==> src/rtl/link_tx_credit.sv <==
// Transmit side of one router output link: registers accepted flits onto the
// link and tracks free slots in the neighbour's input FIFO with a credit counter.
module link_tx_credit #(
  parameter int DATA_WIDTH = 32,
  parameter int CREDITS    = 4,
  parameter int CNT_WIDTH  = 3
) (
  input  logic                  clk,
  input  logic                  rst,
  input  logic                  in_valid,
  input  logic [DATA_WIDTH-1:0] in_data,
  output logic                  in_ready,
  output logic                  link_valid,
  output logic [DATA_WIDTH-1:0] link_data,
  input  logic                  credit_in,
  output logic                  ready_out,
  output logic [CNT_WIDTH-1:0]  credit_cnt,
  output logic                  credit_err
);

  localparam logic [CNT_WIDTH-1:0] CREDITS_C = CNT_WIDTH'(CREDITS);

  logic [CNT_WIDTH-1:0]  cnt_q, cnt_d;
  logic                  err_q, err_d;
  logic                  link_valid_q;
  logic [DATA_WIDTH-1:0] link_data_q;
  logic                  ready;
  logic                  accept;

  function automatic logic [CNT_WIDTH-1:0] sat_inc(input logic [CNT_WIDTH-1:0] c);
    if (c == CREDITS_C) return c;
    return c + CNT_WIDTH'(1);
  endfunction

  function automatic logic [CNT_WIDTH-1:0] sat_dec(input logic [CNT_WIDTH-1:0] c);
    if (c == '0) return c;
    return c - CNT_WIDTH'(1);
  endfunction

  // Ready depends only on the registered count, never on credit_in or in_valid.
  assign ready  = (cnt_q != '0);
  assign accept = in_valid && ready;

  always_comb begin
    cnt_d = cnt_q;
    err_d = err_q;
    unique case ({accept, credit_in})
      2'b10: cnt_d = sat_dec(cnt_q);
      2'b01: begin
        cnt_d = sat_inc(cnt_q);
        if (cnt_q == CREDITS_C) err_d = 1'b1;
      end
      default: cnt_d = cnt_q;
    endcase
  end

  always_ff @(posedge clk or negedge rst) begin
    if (!rst) begin
      cnt_q        <= CREDITS_C;
      err_q        <= 1'b0;
      link_valid_q <= 1'b0;
      link_data_q  <= '0;
    end else begin
      cnt_q        <= cnt_d;
      err_q        <= err_d;
      link_valid_q <= accept;
      if (accept) link_data_q <= in_data;
    end
  end

  assign in_ready   = ready;
  assign ready_out  = ready;
  assign link_valid = link_valid_q;
  assign link_data  = link_data_q;
  assign credit_cnt = cnt_q;
  assign credit_err = err_q;

endmodule

==> config.mk <==
export PLATFORM = sky130hd
export DESIGN_NAME = link_tx_credit
export DESIGN_NICKNAME = d
export VERILOG_FILES = /design/src/rtl/link_tx_credit.sv
export SDC_FILE = /design/constraint.sdc
export NUM_CORES = 1
export LEC_CHECK = 0
export CAP_MARGIN = 40
export CORE_ASPECT_RATIO = 1.4
export CORE_MARGIN = 2
export CORE_UTILIZATION = 44
export DETAILED_ROUTE_END_ITERATION = 6
export GPL_ROUTABILITY_DRIVEN = 0
export PLACE_DENSITY_LB_ADDON = 0.25
export SLEW_MARGIN = 20
export SYNTH_ARGS = -nofsm -noshare
export SYNTH_HDL_FRONTEND = slang
export SYNTH_SLANG_ARGS = --single-unit
export TNS_END_PERCENT = 100
==> constraint.sdc <==
create_clock -name clk -period 3.8 [get_ports clk]
set_input_delay 0.95 -clock clk [delete_from_list [all_inputs] [get_ports clk]]
set_output_delay 0.95 -clock clk [all_outputs]
set_load 0.05 [all_outputs]
# Word-level counts from Yosys, hierarchy flattened

Index checks and enable logic that the tools add are counted.

Flip-flop bits (word level): 37
Bits of input ports: 36
Output and inout bits: 39
Logic and storage cells: 24

$add $sub $neg: 2
Equality and inequality tests: 5
Multiplexer cells: 7
Reductions and logical operators: 6

Operators by type and width:

| cell                                                               | count |
|---|---|
| 3-bit 2-to-1 mux                                                   | 2 |
| 3-bit != test, second input constant                               | 2 |
| 3-bit one-hot mux with 2 select lines                              | 1 |
| 1-bit 2-to-1 mux                                                   | 4 |
| 3-bit by 1-bit adder with 3-bit output, second input constant      | 1 |
| 3-bit == test, second input constant                               | 1 |
| 3-bit logical NOT                                                  | 1 |
| 3-bit AND reduction                                                | 1 |
| 3-bit nonzero test                                                 | 1 |
| 3-bit by 1-bit subtractor with 3-bit output, second input constant | 1 |
| 2-bit by 1-bit == test with 1-bit output, second input constant    | 1 |
| 2-bit == test, second input constant                               | 1 |
| 2-bit AND reduction                                                | 1 |
| 2-bit nonzero test                                                 | 1 |
| 1-bit logical AND                                                  | 1 |

# Longest topological paths before layout

Word-level depth: 6
Mapped depth: 10

# Worst setup path before layout

Ideal clock, no wire load.

Path type: reg-to-reg
Start point: register cnt_q[1] (netlist: credit_cnt[1])
End point: register cnt_q[2] (netlist: credit_cnt[2])
Arrival time: 2.785 ns
Required time: 3.712 ns
Slack: 0.926 ns
Stages on the path, launching flop included: 10
Buffers on the path: 1
Path through: dfrtp_1 > or3_4 > nand2_8 > buf_12 > ha_1 > inv_1 > fa_1 > or3b_2 > a21oi_1 > a221oi_1

Cells in the longest elaborated chain, start to end: 5
Elaborated cells between the ends (all ways): 19

Ends and longest elaborated chain:

| item                                                                      | RTL line | text |
|---|---|---|
| start, declared                                                           | 23       | `logic [CNT_WIDTH-1:0] cnt_q, cnt_d;` |
| start signal, assigned                                                    | 64       | `cnt_q <= cnt_d;` |
| 3-bit nonzero test *                                                      | 41       | `assign ready = (cnt_q != '0);` |
| net in_ready                                                              | 12       | `output logic in_ready,` |
| 1-bit logical AND *                                                       | 42       | `assign accept = in_valid && ready;` |
| 2-bit by 1-bit == test with 1-bit output or 2-bit == test (tied branches) | 47       | `unique case ({accept, credit_in})` |
| 3-bit != test (no line) or 2-bit nonzero test (tied branches)             | -        |  |
| 3-bit AND reduction (no line)                                             | -        |  |

The timed path passes the listed nets; every way through them passes the cells marked *. The select of a mux whose other input is x is not followed.
A chain may end at the register's enable or synchronous reset.

# Worst setup path in the final report

Start point: register cnt_q[1] (netlist: credit_cnt[1])
End point: output in_ready

Cells in the longest elaborated chain, start to end: 1

Ends and longest elaborated chain:

| item               | RTL line |
|---|---|
| 3-bit nonzero test | 41 |
| end, declared      | 12 |

Every way passes these cells.

==> metrics.cfg <==
[yosys]
synth_adder_area_share_pct=2.70
yosys-top-cells-count=dfrtp_1, mux2_4, inv_1, mux2_2
yosysMostFrequentCell=dfrtp_1
synth_ff_type=dfrtp_1
synth_edf_count=0
syn-cell-area_um2=1670
synth_top_family_by_area=multiplexers
yosysTopAreaCellShare_pct=53.9
netlist_instances=100
synth_cell_types=25
synth_compound_area_share_pct=2.47
syn-num-nets=139
synth_seq_cells=37
synth_warnings=0
synth-async-reset-ratio_pct=100
ys_seq_area_share_pct=55.5
avgSynthCellArea_um2=16.7
yosysTopAreaCell=dfrtp_1
synth_xor_area_share_pct=0
synthTopCellsByArea=dfrtp_1, mux2_4, buf_12
yosys.area_share.simple_pct=4.64
synth.area.mux_share_pct=29.1

[placement]
placedCellCount=212
portBuffers=74
dp_hpwl_um=2570
postPlaceCellArea_um2=2390

[job]
drv_cap=0

[setup_path]
crit_slowest_cell=clkdlybuf4s50_1
cp_max_fo=7
startpoint_type=register
required_ns=2.85
worstSetupEndpointType=primary output
path_class=reg2out
crit_buf_inv=1
cp_slowest_stage_delay_ns=0.72
worstPathCellList=or3_4 > clkdlybuf4s50_1
r2r_slack_ns=1.19
cpLargestDelayFamily=buffers and inverters
crit_arrival_ns=1.96

[floorplan]
io_pins=75
start_util_pct=45.8
num_rows=26
die_w_um=56.1
core_um2=3640
die_h_um=76.9
die_area_um2=4310

[cts]
h-tree-depth=2
clockRootBuffer=clkbuf_8
ctsResizeCount=0
cts_hold_buf=0
post_cts_buffers=0
cts_tree=yes
clk_pin_slew_ns=0.07
numCtsBuffers=5
clockBufferDepth=2
clock-sinks=37
clk_latency_ns=0.29

[global_routing]
grt_usage_pct=19.2
antenna_found_initial=0
grt_overflow=0
grt_first_pass_wirelength_um=6250
grt_pass1_vias=1222
grt_max_degree=38

[routing]
ant_nets=0
wire_per_inst_um=16.9
drc=0
viasPerCell=4.92
wl_um=3740
vias=1087
dr.pass1.iters=4
dr.first_iter.drc_count=20

[timing]
max_freq_mhz=344
slew_violations=0
fin_skew_ns=0.00462
tightest_slew_ns=0.567
hold_viol=0
fin_crit_ns=2.91
setup_viol=0
finalSetupTns_ns=0
finalCritPeriodShare_pct=76.5
relSlewSlack_pct=62.2
rsz0062_at_grt=false

[final_layout]
finalInstanceArea_um2=2520
multi_input_comb_area_um2=649
seq_area_um2=927
stdcell_count=221
drive_gt1_share_pct=26.3
num_antenna_cells=0
utilization_pct=69.3
fin_nets=217
fillCellCount=271
area_growth_pct=51.1

[pwr]
totalPowerFinal_uw=2380
swShare_pct=44.7
clockPowerShare_pct=14.6
power_density_nw_per_um2=944
combPwrFrac_pct=57.6
seq_power_share_pct=27.8
vdd_drop_max_v=0.000708
cell_internal_pwr_uw=1320
leakagePower_uw=0.00114
p_switching_uw=1070

[outcome]
status=finished clean

[hold_path]
worstHoldPathType=in2async

[routing by layer]
metal | up-vias | wire length, um | global-route usage (%)
li1 | 497 | - | -
met5 | - | 0 | 0
met3 | 7 | 246 | 6.58
met1 | 533 | 1500 | 22.8
met2 | 50 | 1930 | 31.6
met4 | 0 | 67 | 7.86
[flip-flops by register name, summed over array words and instances, names as in the netlist]
signal and count:
credit_err 1, link_valid 1, link_data 32, credit_cnt 3
[stage by stage]
stage,hold WS (ns),worst slack [ns]
4_1_cts,0.484,0.881
3_3_place_gp,0.470,0.836
2_1_floorplan,0.654,0.926
5_1_grt,0.461,0.841
3_5_place_dp,0.462,0.718
6_report,0.474,0.894
[layout make-up]
cell class | count | share of cell area (%)
clock inverters | 1 | 1.19
flip-flops and latches | 37 | 36.7
inverters | 4 | 0.595
multi-input cells | 54 | 25.7
repair buffers | 76 | 30.2
well taps | 42 | 2.08
clock buffers | 7 | 3.42
[worst paths after layout]
kind                            endpoint  cells past startpoint     startpoint
min in group clk              credit_err                      1     credit_err
min reg2reg                   credit_err                      1     credit_err
max                             in_ready                      2  credit_cnt[1]
max reg2reg                credit_cnt[2]                      8  credit_cnt[1]
max in group asynchronous  credit_cnt[2]                      2            rst
min                         link_data[3]                      1            rst
[layout by cell type, fill, tap and decap left out, drive strengths merged]
master and instances:
a221oi 1, fa 1, nand2b 1, nor2 3, dfrtp 36, a31o 1
ha 2, nand2 3, bufinv 1, or3b 1, nand3b 1, nor3 1
mux2 32, a21oi 1, clkdlybuf4s50 73, or3 1, buf 3, o21ai 1
o22ai 1, a21o 1, clkbuf 7, dfstp 1, inv 4, mux2i 2
[logic make-up (layout without fill, tap and decap cells)]
group                    Yosys count  after routing
AO/OA/AOI/OAI                      6              6
adder cells (fa/ha/maj)            3              3
buffers and inverters              9             88
flip-flops                        37             37
multiplexers                      34             34
AND/OR/NAND/NOR                   11             11
[power by group through the flow]
stage | Combinational [uW] | Sequential (uW) | Clock [uW]
2_1_floorplan | 459 | 1180 | 0
3_3_place_gp | 1340 | 654 | 0
3_5_place_dp | 1370 | 665 | 0
4_1_cts | 1380 | 662 | 358
5_1_grt | 1420 | 689 | 377
6_report | 1370 | 662 | 349
Note: power is estimated with default switching activity, not from simulation.
